==> src/rtl/lc3_mem_arbiter_if.sv <==
// Requestor-side bus of lc3_mem_arbiter: per-channel request/command lanes
// and the shared completion signals (one-hot ack, rdata, err).
interface lc3_mem_arbiter_if #(
    parameter int NUM_CH = 3,
    parameter int ADDR_W = 16,
    parameter int DATA_W = 16
) ();
    logic [NUM_CH-1:0]        req;
    logic [NUM_CH-1:0]        we;
    logic [NUM_CH-1:0]        ptr;
    logic [NUM_CH*ADDR_W-1:0] addr;
    logic [NUM_CH*DATA_W-1:0] wdata;
    logic [NUM_CH-1:0]        ack;
    logic [DATA_W-1:0]        rdata;
    logic                     err;

    modport master (
        output req, we, ptr, addr, wdata,
        input  ack, rdata, err
    );

    modport slave (
        input  req, we, ptr, addr, wdata,
        output ack, rdata, err
    );
endinterface

==> src/rtl/lc3_mem_arbiter.sv <==
// Round-robin N-channel arbiter in front of one single-port synchronous RAM, with
// internal PtrToPtr (LDI/STI) handling. Define LC3_ARB_WP_EN to enable write protection.
module lc3_mem_arbiter #(
    parameter int                NUM_CH = 3,
    parameter int                ADDR_W = 16,
    parameter int                DATA_W = 16,
    parameter logic [ADDR_W-1:0] WP_LO  = ADDR_W'(16'h0000),
    parameter logic [ADDR_W-1:0] WP_HI  = ADDR_W'(16'h2FFF)
) (
    input  logic                 clk,
    input  logic                 reset_n,
    lc3_mem_arbiter_if.slave     bus,
    output logic [ADDR_W-1:0]    ram_addr,
    output logic                 ram_we,
    output logic [DATA_W-1:0]    ram_wdata,
    input  logic [DATA_W-1:0]    ram_rdata
);

    localparam int              CH_W     = (NUM_CH > 1) ? $clog2(NUM_CH) : 1;
    localparam logic [CH_W-1:0] LAST_CH  = CH_W'(NUM_CH - 1);
    localparam logic [CH_W:0]   NUM_CH_V = (CH_W + 1)'(NUM_CH);
`ifdef LC3_ARB_WP_EN
    localparam bit WP_EN = 1'b1;
`else
    localparam bit WP_EN = 1'b0;
`endif

    typedef enum logic [2:0] {
        IDLE,
        PFETCH,
        PLOAD,
        ACCESS,
        RESP
    } state_t;

    state_t              state_reg;
    logic [CH_W-1:0]     last_grant_reg;
    logic                we_lat_reg;
    logic                err_pend_reg;
    logic [NUM_CH-1:0]   ack_reg;
    logic [DATA_W-1:0]   rdata_reg;
    logic                err_reg;
    logic [ADDR_W-1:0]   ram_addr_reg;
    logic                ram_we_reg;
    logic [DATA_W-1:0]   ram_wdata_reg;

    // Unpack the flat per-channel address/data lanes.
    logic [ADDR_W-1:0] addr_arr  [NUM_CH];
    logic [DATA_W-1:0] wdata_arr [NUM_CH];

    genvar gi;
    generate
        for (gi = 0; gi < NUM_CH; gi++) begin : g_unpack
            assign addr_arr[gi]  = bus.addr[gi*ADDR_W +: ADDR_W];
            assign wdata_arr[gi] = bus.wdata[gi*DATA_W +: DATA_W];
        end
    endgenerate

    // A channel being acked this cycle is masked so its still-high req cannot regrant it.
    logic [NUM_CH-1:0] cand_req;
    assign cand_req = bus.req & ~ack_reg;

    logic [CH_W-1:0] start_ch;
    logic [CH_W-1:0] sel_ch;
    logic            sel_vld;
    logic [CH_W:0]   scan;

    always_comb begin
        start_ch = (last_grant_reg == LAST_CH) ? '0 : last_grant_reg + CH_W'(1);
        sel_ch   = '0;
        sel_vld  = 1'b0;
        scan     = '0;
        for (int k = 0; k < NUM_CH; k++) begin
            scan = {1'b0, start_ch} + (CH_W + 1)'(k);
            if (scan >= NUM_CH_V) begin
                scan = scan - NUM_CH_V;
            end
            if (!sel_vld && cand_req[scan[CH_W-1:0]]) begin
                sel_vld = 1'b1;
                sel_ch  = scan[CH_W-1:0];
            end
        end
    end

    logic [ADDR_W-1:0] sel_addr;
    logic [DATA_W-1:0] sel_wdata;
    logic              sel_we;
    logic              sel_ptr;
    logic [ADDR_W-1:0] ptr_addr;
    logic              grant_wp;
    logic              load_wp;

    assign sel_addr  = addr_arr[sel_ch];
    assign sel_wdata = wdata_arr[sel_ch];
    assign sel_we    = bus.we[sel_ch];
    assign sel_ptr   = bus.ptr[sel_ch];
    assign ptr_addr  = ram_rdata[ADDR_W-1:0];

    // Protection only ever applies to the final (effective) write address.
    assign grant_wp = WP_EN && (sel_addr >= WP_LO) && (sel_addr <= WP_HI);
    assign load_wp  = WP_EN && (ptr_addr >= WP_LO) && (ptr_addr <= WP_HI);

    always_ff @(posedge clk or negedge reset_n) begin
        if (!reset_n) begin
            state_reg      <= IDLE;
            last_grant_reg <= LAST_CH;
            we_lat_reg     <= 1'b0;
            err_pend_reg   <= 1'b0;
            ack_reg        <= '0;
            rdata_reg      <= '0;
            err_reg        <= 1'b0;
            ram_addr_reg   <= '0;
            ram_we_reg     <= 1'b0;
            ram_wdata_reg  <= '0;
        end else begin
            ack_reg <= '0;
            err_reg <= 1'b0;
            case (state_reg)
                IDLE: begin
                    if (sel_vld) begin
                        last_grant_reg <= sel_ch;
                        we_lat_reg     <= sel_we;
                        ram_addr_reg   <= sel_addr;
                        ram_wdata_reg  <= sel_wdata;
                        ram_we_reg     <= sel_we & ~sel_ptr & ~grant_wp;
                        err_pend_reg   <= sel_we & ~sel_ptr & grant_wp;
                        state_reg      <= sel_ptr ? PFETCH : ACCESS;
                    end
                end
                PFETCH: begin
                    ram_we_reg <= 1'b0;
                    state_reg  <= PLOAD;
                end
                PLOAD: begin
                    // Pointer word is on ram_rdata now; it becomes the effective address.
                    ram_addr_reg <= ptr_addr;
                    ram_we_reg   <= we_lat_reg & ~load_wp;
                    err_pend_reg <= we_lat_reg & load_wp;
                    state_reg    <= ACCESS;
                end
                ACCESS: begin
                    ram_we_reg <= 1'b0;
                    state_reg  <= RESP;
                end
                RESP: begin
                    rdata_reg               <= we_lat_reg ? '0 : ram_rdata;
                    ack_reg[last_grant_reg] <= 1'b1;
                    err_reg                 <= err_pend_reg;
                    state_reg               <= IDLE;
                end
                default: begin
                    ram_we_reg <= 1'b0;
                    state_reg  <= IDLE;
                end
            endcase
        end
    end

    assign bus.ack   = ack_reg;
    assign bus.rdata = rdata_reg;
    assign bus.err   = err_reg;
    assign ram_addr  = ram_addr_reg;
    assign ram_we    = ram_we_reg;
    assign ram_wdata = ram_wdata_reg;

endmodule
==> src/flat_wrapper.sv <==
// flat-port wrapper written by rule: the top's interface ports become plain ports
module lc3_mem_arbiter_flat 
#(
    parameter int                NUM_CH = 3,
    parameter int                ADDR_W = 16,
    parameter int                DATA_W = 16,
    parameter logic [ADDR_W-1:0] WP_LO  = ADDR_W'(16'h0000),
    parameter logic [ADDR_W-1:0] WP_HI  = ADDR_W'(16'h2FFF)
)
  (clk, reset_n, ram_addr, ram_we, ram_wdata, ram_rdata, bus_req, bus_we, bus_ptr, bus_addr, bus_wdata, bus_ack, bus_rdata, bus_err);
  lc3_mem_arbiter_if #(.NUM_CH(NUM_CH), .ADDR_W(ADDR_W), .DATA_W(DATA_W)) bus_i ();
  input  logic clk;
  input  logic reset_n;
  output logic [ADDR_W-1:0] ram_addr;
  output logic ram_we;
  output logic [DATA_W-1:0] ram_wdata;
  input  logic [DATA_W-1:0] ram_rdata;
  input wire logic [$bits(bus_i.req)-1:0] bus_req;
  input wire logic [$bits(bus_i.we)-1:0] bus_we;
  input wire logic [$bits(bus_i.ptr)-1:0] bus_ptr;
  input wire logic [$bits(bus_i.addr)-1:0] bus_addr;
  input wire logic [$bits(bus_i.wdata)-1:0] bus_wdata;
  output wire logic [$bits(bus_i.ack)-1:0] bus_ack;
  output wire logic [$bits(bus_i.rdata)-1:0] bus_rdata;
  output wire logic [$bits(bus_i.err)-1:0] bus_err;
  assign bus_i.req = bus_req;
  assign bus_i.we = bus_we;
  assign bus_i.ptr = bus_ptr;
  assign bus_i.addr = bus_addr;
  assign bus_i.wdata = bus_wdata;
  assign bus_ack = bus_i.ack;
  assign bus_rdata = bus_i.rdata;
  assign bus_err = bus_i.err;
  lc3_mem_arbiter #(.NUM_CH(NUM_CH), .ADDR_W(ADDR_W), .DATA_W(DATA_W), .WP_LO(WP_LO), .WP_HI(WP_HI)) u_core (.clk(clk), .reset_n(reset_n), .bus(bus_i), .ram_addr(ram_addr), .ram_we(ram_we), .ram_wdata(ram_wdata), .ram_rdata(ram_rdata));
endmodule
==> config.mk <==
export PLATFORM = sky130hd
export DESIGN_NAME = lc3_mem_arbiter_flat
export DESIGN_NICKNAME = d
export VERILOG_FILES = /design/src/rtl/lc3_mem_arbiter_if.sv /design/src/rtl/lc3_mem_arbiter.sv /design/src/flat_wrapper.sv
export SDC_FILE = /design/constraint.sdc
export NUM_CORES = 1
export LEC_CHECK = 0
export ABC_CLOCK_PERIOD_IN_PS = 2900
export BUFFER_PORTS_ARGS = -buffer_cell sky130_fd_sc_hd__buf_2
export CORE_UTILIZATION = 40
export DETAILED_ROUTE_END_ITERATION = 16
export PLACE_DENSITY = 0.74
export SLEW_MARGIN = 20
export SYNTH_ARGS = -nofsm -noshare
export SYNTH_HDL_FRONTEND = slang
export SYNTH_SLANG_ARGS = --single-unit
==> constraint.sdc <==
create_clock -name clk -period 2.9 [get_ports clk]
set_input_delay 0.58 -clock clk [delete_from_list [all_inputs] [get_ports clk]]
set_output_delay 0.58 -clock clk [all_outputs]
set_load 0.05 [all_outputs]
Yosys cells after proc, flatten, opt, wreduce, memory -nomap -nowiden. Cells that the tools add are included.

Flip-flop bits (word level): 60. Input bits: 123. Word-level logic and storage cells: 88.

Add/sub/neg operators: 6. $lt $le $gt $ge: 10. Eq/ne operators: 6. Multiplexer cells: 40. Bitwise gates (word level): 6. Reductions and logical operators: 10.

Operator list (count): two-way mux 16 bit (6); binary-select mux 16 bit (select 2 bit) (2); case mux 16 bit (2 select lines) (1); two-way mux 2 bit (8); < comparator 2 x 3 -> 1 bit, second input constant (5); two-way mux 1 bit (12); case mux 3 bit (4 select lines) (1); binary-select mux 1 bit (select 2 bit) (5); equality test 3 x 2 -> 1 bit, second input constant (2); >= comparator 3 x 2 -> 1 bit, second input constant (2); two-way mux 3 bit (2); AND reduction 2 bit (3); subtractor 2 bit, second input constant (3); adder 2 x 1 -> 3 bit, second input constant (1); adder 2 x 2 -> 3 bit, second input constant (1); AND 3 bit (1); equality test 3 x 1 -> 1 bit, second input constant (1); equality test 3 bit, second input constant (1); >= comparator 3 bit, second input constant (1); logical AND 1 bit (3); zero test 3 bit (1); NOT 2 -> 3 bit (1); NOT 3 bit (1); case mux 1 bit (3 select lines) (1); other kinds (11) (13).

Depth between registers and ports, before layout.
Depth after elaboration: 19. Depth in mapped cells: 7. Depth with buffers taken out: 5.

Worst setup path after synthesis. OpenSTA, ideal clock, no wires.

Kind: reg-to-reg. Start point: register u_core.ack_reg[2] (netlist: u_core.bus.ack[2]). End point: register u_core.ram_we_reg (netlist: u_core.ram_we). Library setup time: 0.095 ns. Arrival: 2.170 ns. Path slack: 0.635 ns. Cell stages (with the launch flop): 6. Buffers on the path: 0. Clock period less this slack: 2.265 ns. Cell sequence: dfrtp_1 > or3b_4 > a31oi_4 > mux2_2 > mux2_2 > o31ai_1.

Longest elaborated chain between the ends: 17. Elaborated cells between the ends (all ways): 28. Classes of those cells: eq/ne (1); mux (18); bitwise (4); reduce/logical (5).

Ends and longest elaborated chain: start, declared (line lc3_mem_arbiter.sv:40) `logic [NUM_CH-1:0] ack_reg;`; start signal, assigned (line lc3_mem_arbiter.sv:109) `ack_reg <= '0;`; start signal, assigned (line lc3_mem_arbiter.sv:116) `ack_reg <= '0;`; start signal, assigned by index (line lc3_mem_arbiter.sv:147) `ack_reg[last_grant_reg] <= 1'b1;`; NOT 3 bit * (line lc3_mem_arbiter.sv:61) `assign cand_req = bus.req & ~ack_reg;`; AND 3 bit * (line lc3_mem_arbiter.sv:61); binary-select mux 1 bit (select 2 bit) (line lc3_mem_arbiter.sv:78) `if (!sel_vld && cand_req[scan[CH_W-1:0]]) begin`; two-way mux 1 bit (not written as such) (line lc3_mem_arbiter.sv:78); two-way mux 1 bit (line lc3_mem_arbiter.sv:78); zero test 1 bit (line lc3_mem_arbiter.sv:78); logical AND 1 bit (line lc3_mem_arbiter.sv:78); two-way mux 1 bit (line lc3_mem_arbiter.sv:78); zero test 1 bit (line lc3_mem_arbiter.sv:78); logical AND 1 bit (line lc3_mem_arbiter.sv:78); two-way mux 2 bit (line lc3_mem_arbiter.sv:78); binary-select mux 1 bit (select 2 bit) (line lc3_mem_arbiter.sv:96) `assign sel_ptr = bus.ptr[sel_ch];`; two-way mux 1 bit (not written as such) (line lc3_mem_arbiter.sv:96); NOT 1 bit (line lc3_mem_arbiter.sv:125) `ram_we_reg <= sel_we & ~sel_ptr & ~grant_wp;`; AND 1 bit (line lc3_mem_arbiter.sv:125); two-way mux 1 bit (line lc3_mem_arbiter.sv:120) `if (sel_vld) begin`; case mux 1 bit (3 select lines) (line lc3_mem_arbiter.sv:118) `case (state_reg)`; end signal, assigned (line lc3_mem_arbiter.sv:125); end signal, assigned (line lc3_mem_arbiter.sv:137) `ram_we_reg <= we_lat_reg & ~load_wp;`; end, declared (line lc3_mem_arbiter.sv:44) `logic ram_we_reg;`.

Mark *: on every way between the ends. The rest lies on a longest branch, timed or not. The select of a mux whose other input is x is not followed. A chain may end at the register's enable or synchronous reset.

Final worst setup path.
Start point: register u_core.ack_reg[1] (netlist: u_core.bus.ack[1]). End point: register u_core.ram_addr_reg[7] (netlist: u_core.ram_addr[7]).

Longest elaborated chain between the ends: 17. Elaborated cells between the ends (all ways): 26. Classes of those cells: eq/ne (1); mux (17); bitwise (3); reduce/logical (5).

Ends and longest elaborated chain: NOT 3 bit * (line lc3_mem_arbiter.sv:61); AND 3 bit * (line lc3_mem_arbiter.sv:61); binary-select mux 1 bit (select 2 bit) (line lc3_mem_arbiter.sv:78); two-way mux 1 bit (not written as such) (line lc3_mem_arbiter.sv:78); two-way mux 1 bit (line lc3_mem_arbiter.sv:78); zero test 1 bit (line lc3_mem_arbiter.sv:78); logical AND 1 bit (line lc3_mem_arbiter.sv:78); two-way mux 1 bit (line lc3_mem_arbiter.sv:78); zero test 1 bit (line lc3_mem_arbiter.sv:78); logical AND 1 bit (line lc3_mem_arbiter.sv:78); two-way mux 2 bit (line lc3_mem_arbiter.sv:78); NOT 2 -> 3 bit (not written as such) (line lc3_mem_arbiter.sv:93) `assign sel_addr = addr_arr[sel_ch];`; binary-select mux 16 bit (select 2 bit) (line lc3_mem_arbiter.sv:93); two-way mux 16 bit (not written as such) (2 in series) (line lc3_mem_arbiter.sv:93); two-way mux 16 bit (line lc3_mem_arbiter.sv:120); case mux 16 bit (2 select lines) (line lc3_mem_arbiter.sv:118); end signal, assigned (line lc3_mem_arbiter.sv:123) `ram_addr_reg <= sel_addr;`; end signal, assigned (line lc3_mem_arbiter.sv:136) `ram_addr_reg <= ptr_addr;`; end, declared (line lc3_mem_arbiter.sv:43) `logic [ADDR_W-1:0] ram_addr_reg;`.

Marked as above.

==> flow_metrics.py <==
metrics = {
    "grt": {
        "grt_start_max_net_pins": 48,
        "grtUsageTotal_pct": 22.2,
        "antenna_found_initial": 0,
        "grt_pass1_vias": 2928,
        "grt_pass1_wl_microns": 14100,
        "overflow": 0,
    },
    "synth": {
        "synthesis.instances": 307,
        "synth_seq_cells": 58,
        "yosysUniqueCellTypes": 33,
        "ys_seq_area_share_pct": 46.7,
        "syn_avg_cell_area_sq_um": 10.1,
        "syn_area_sq_um": 3110,
        "yosysWarnings": 0,
        "synth_nets": 430,
    },
    "placed_design": {
        "gp_congestion": 0.868,
        "io_buffers": 174,
        "place_inst": 567,
        "dpl_worst_slack_ns": 0.417,
        "dpl.hpwl_microns": 6870,
    },
    "route": {
        "wl_per_cell_microns": 14.9,
        "post-route-drc-count": 0,
        "wl_microns": 8700,
        "drt_pass1_iterations": 4,
        "drtAntennaViolNets": 0,
        "via_per_inst": 5.03,
        "drtIter0Drc": 119,
        "vias": 2934,
    },
    "cts": {
        "clock_latency_ns": 0.32,
        "cts_setup_buffers": 0,
        "cts-hold-fix-buffers": 0,
        "cts_sinks": 58,
        "clk_pin_slew_worst_paths_ns": 0.07,
        "cts-root-buf": "clkbuf_8",
        "cts_buffer_depth": 2,
        "cts_resized": 0,
        "tritoncts": "yes",
        "cts.htree.levels": 3,
        "cts_buffers": 9,
    },
    "die": {
        "fp.dieH_microns": 90.1,
        "dieWidth_microns": 90.1,
        "coreArea_sq_um": 7370,
        "initial_core_util_pct": 42.2,
        "num_rows": 31,
        "dieArea_sq_um": 8130,
        "ioPinCount": 176,
    },
    "power_and_ir_drop": {
        "p_switching_uw": 2560,
        "power.density_nw_per_um2": 1180,
        "leakagePower_uw": 0.00220,
        "netSwitchingFraction_pct": 50.8,
        "clkPwrFrac_pct": 14.9,
        "combPwrFrac_pct": 56.7,
        "ir_worst_vdd_mv": 0.472,
        "seq_power_share_pct": 28.3,
        "internal_power_uw": 2480,
        "power_uw": 5040,
    },
    "timing": {
        "hold_viol": 0,
        "fin_setup_tns_ns": 0,
        "slew_viol_final": 0,
        "min_period_ns": 2.20,
        "worst_slew_pin_slew_ns": 0.960,
        "post-route-worst-setup-slack_ns": 0.696,
        "rsz0062_at_grt": "false",
        "fin_crit_sh_pct": 76.0,
        "setup_viol": 0,
        "slew_headroom_pct": 35.8,
        "fmax_mhz": 454,
        "clock_skew_ns": 0.00586,
    },
    "final_layout": {
        "area_growth_pct": 37.0,
        "antenna_cells": 0,
        "fillers": 669,
        "layout.cells.non_filler": 583,
        "layout_commonest_cell": "buf_2",
        "layout_common_cells": "buf_2, dfrtp_1, nand2_1",
        "nets": 602,
        "drive_gt1_share_pct": 46.9,
    },
    "run_status": {
        "status": "completed",
    },
    "worst_setup_path": {
        "crit_type": "flip-flop to flip-flop",
        "cp-start-kind": "flip-flop",
        "crit_path_end_kind": "flip-flop",
        "path_max_fanout": 47,
        "required_ns": 3.10,
        "worstPathArrival_ns": 2.40,
    },
    "worst_hold_path": {
        "holdCritPathClass": "primary input to async pin",
    },
    "flow_run": {
        "max_cap_viol_count": 0,
    },
}
==> logic make-up (layout without fill, tap and decap cells) <==
logic type             Yosys count  count (layout)  synth area share [%]
AO/OA/AOI/OAI                   81              81                  16.3
buffers and inverters           25             202                  5.03
flip-flops                      58              58                  46.7
multiplexers                    51              51                  17.2
other                            1               1                 0.121
AND/OR/NAND/NOR                 91              91                  14.7
==> worst max-delay path, stage by stage, from the launching register on <==
cell	delay [ns]
dfrtp_1	0.41
nor2b_2	0.26
nor3_1	0.13
or4_2	0.73
buf_12	0.25
nor3_1	0.20
a211oi_1	0.08
==> layer usage <==
| metal | wire [microns] | GRT usage [%] |
|---|---|---|
| met1 | 3580 | 27.2 |
| met2 | 4270 | 36.3 |
| met3 | 547 | 5.67 |
| met4 | 299 | 10.8 |
| met5 | 0 | 0 |
==> synthesized netlist by cell type (all sizes together) <==
| library cell | n | area share, % |
|---|---|---|
| o21ba | 1 | 0.32 |
| o211a | 1 | 0.32 |
| o41a | 1 | 0.36 |
| o21ai | 39 | 6.3 |
| a31oi | 1 | 0.68 |
| dfstp | 1 | 0.85 |
| a21oi | 3 | 0.48 |
| nand2b | 18 | 3.6 |
| nor4b | 1 | 0.48 |
| nor3b | 2 | 0.48 |
| or3b | 1 | 0.36 |
| o21a | 1 | 0.24 |
| mux2i | 32 | 10 |
| nand2 | 38 | 4.6 |
| mux2 | 19 | 6.9 |
| nor2b | 4 | 0.89 |
| conb | 1 | 0.12 |
| a211oi | 16 | 3.9 |
| clkbuf | 10 | 1.2 |
| inv | 2 | 0.24 |
| o31ai | 2 | 0.48 |
| nor2 | 7 | 0.93 |
| o22ai | 16 | 3.2 |
| nor3 | 19 | 3.1 |
| buf | 13 | 3.6 |
| or4 | 1 | 0.24 |
| dfrtp | 57 | 46 |
==> stage by stage <==
step,area (sq um),utilization (%),hold slack [ns]
finish,4260,57.8,0.240
global route,4260,57.8,0.281
CTS,4260,57.8,0.250
detailed placement,4050,55.0,0.467
global placement,4050,55.0,0.456
floorplan,3110,-,0.284
==> area by class of cell <==
cell class                      instances  area (sq um)  area share (%)
Tap cell                               99           124            2.91
Multi-Input combinational cell        224          1510            35.5
Clock inverter                          4          50.0            1.18
Sequential cell                        58          1450            34.1
Timing Repair Buffer                  184           958            22.5
Inverter                                2          7.51           0.176
Clock buffer                           12           155            3.64
==> power groups by stage <==
stage,clock (uW),combinational [uW],sequential [uW]
finish,752,2860,1430
CTS,776,2880,1430
floorplan,0,1170,2460
detailed placement,0,2880,1430
global route,813,3060,1480
global placement,0,2820,1420
==> path summary, 6_finish.rpt <==
path                                     start                       end  slack (ns)  cells after the start
max in group asynchronous              reset_n  u_core.last_grant_reg[1]        1.95                      2
min in group clk           u_core.bus.rdata[1]       u_core.bus.rdata[1]        0.48                      2
max reg2reg                  u_core.bus.ack[1]        u_core.ram_addr[7]        0.70                      6
min                                    reset_n        u_core.ram_addr[4]        0.24                      1
min reg2reg                u_core.bus.rdata[1]       u_core.bus.rdata[1]        0.48                      2
max                          u_core.bus.ack[1]        u_core.ram_addr[7]        0.70                      6
No activity file was read; power rests on OpenSTA's default activity.
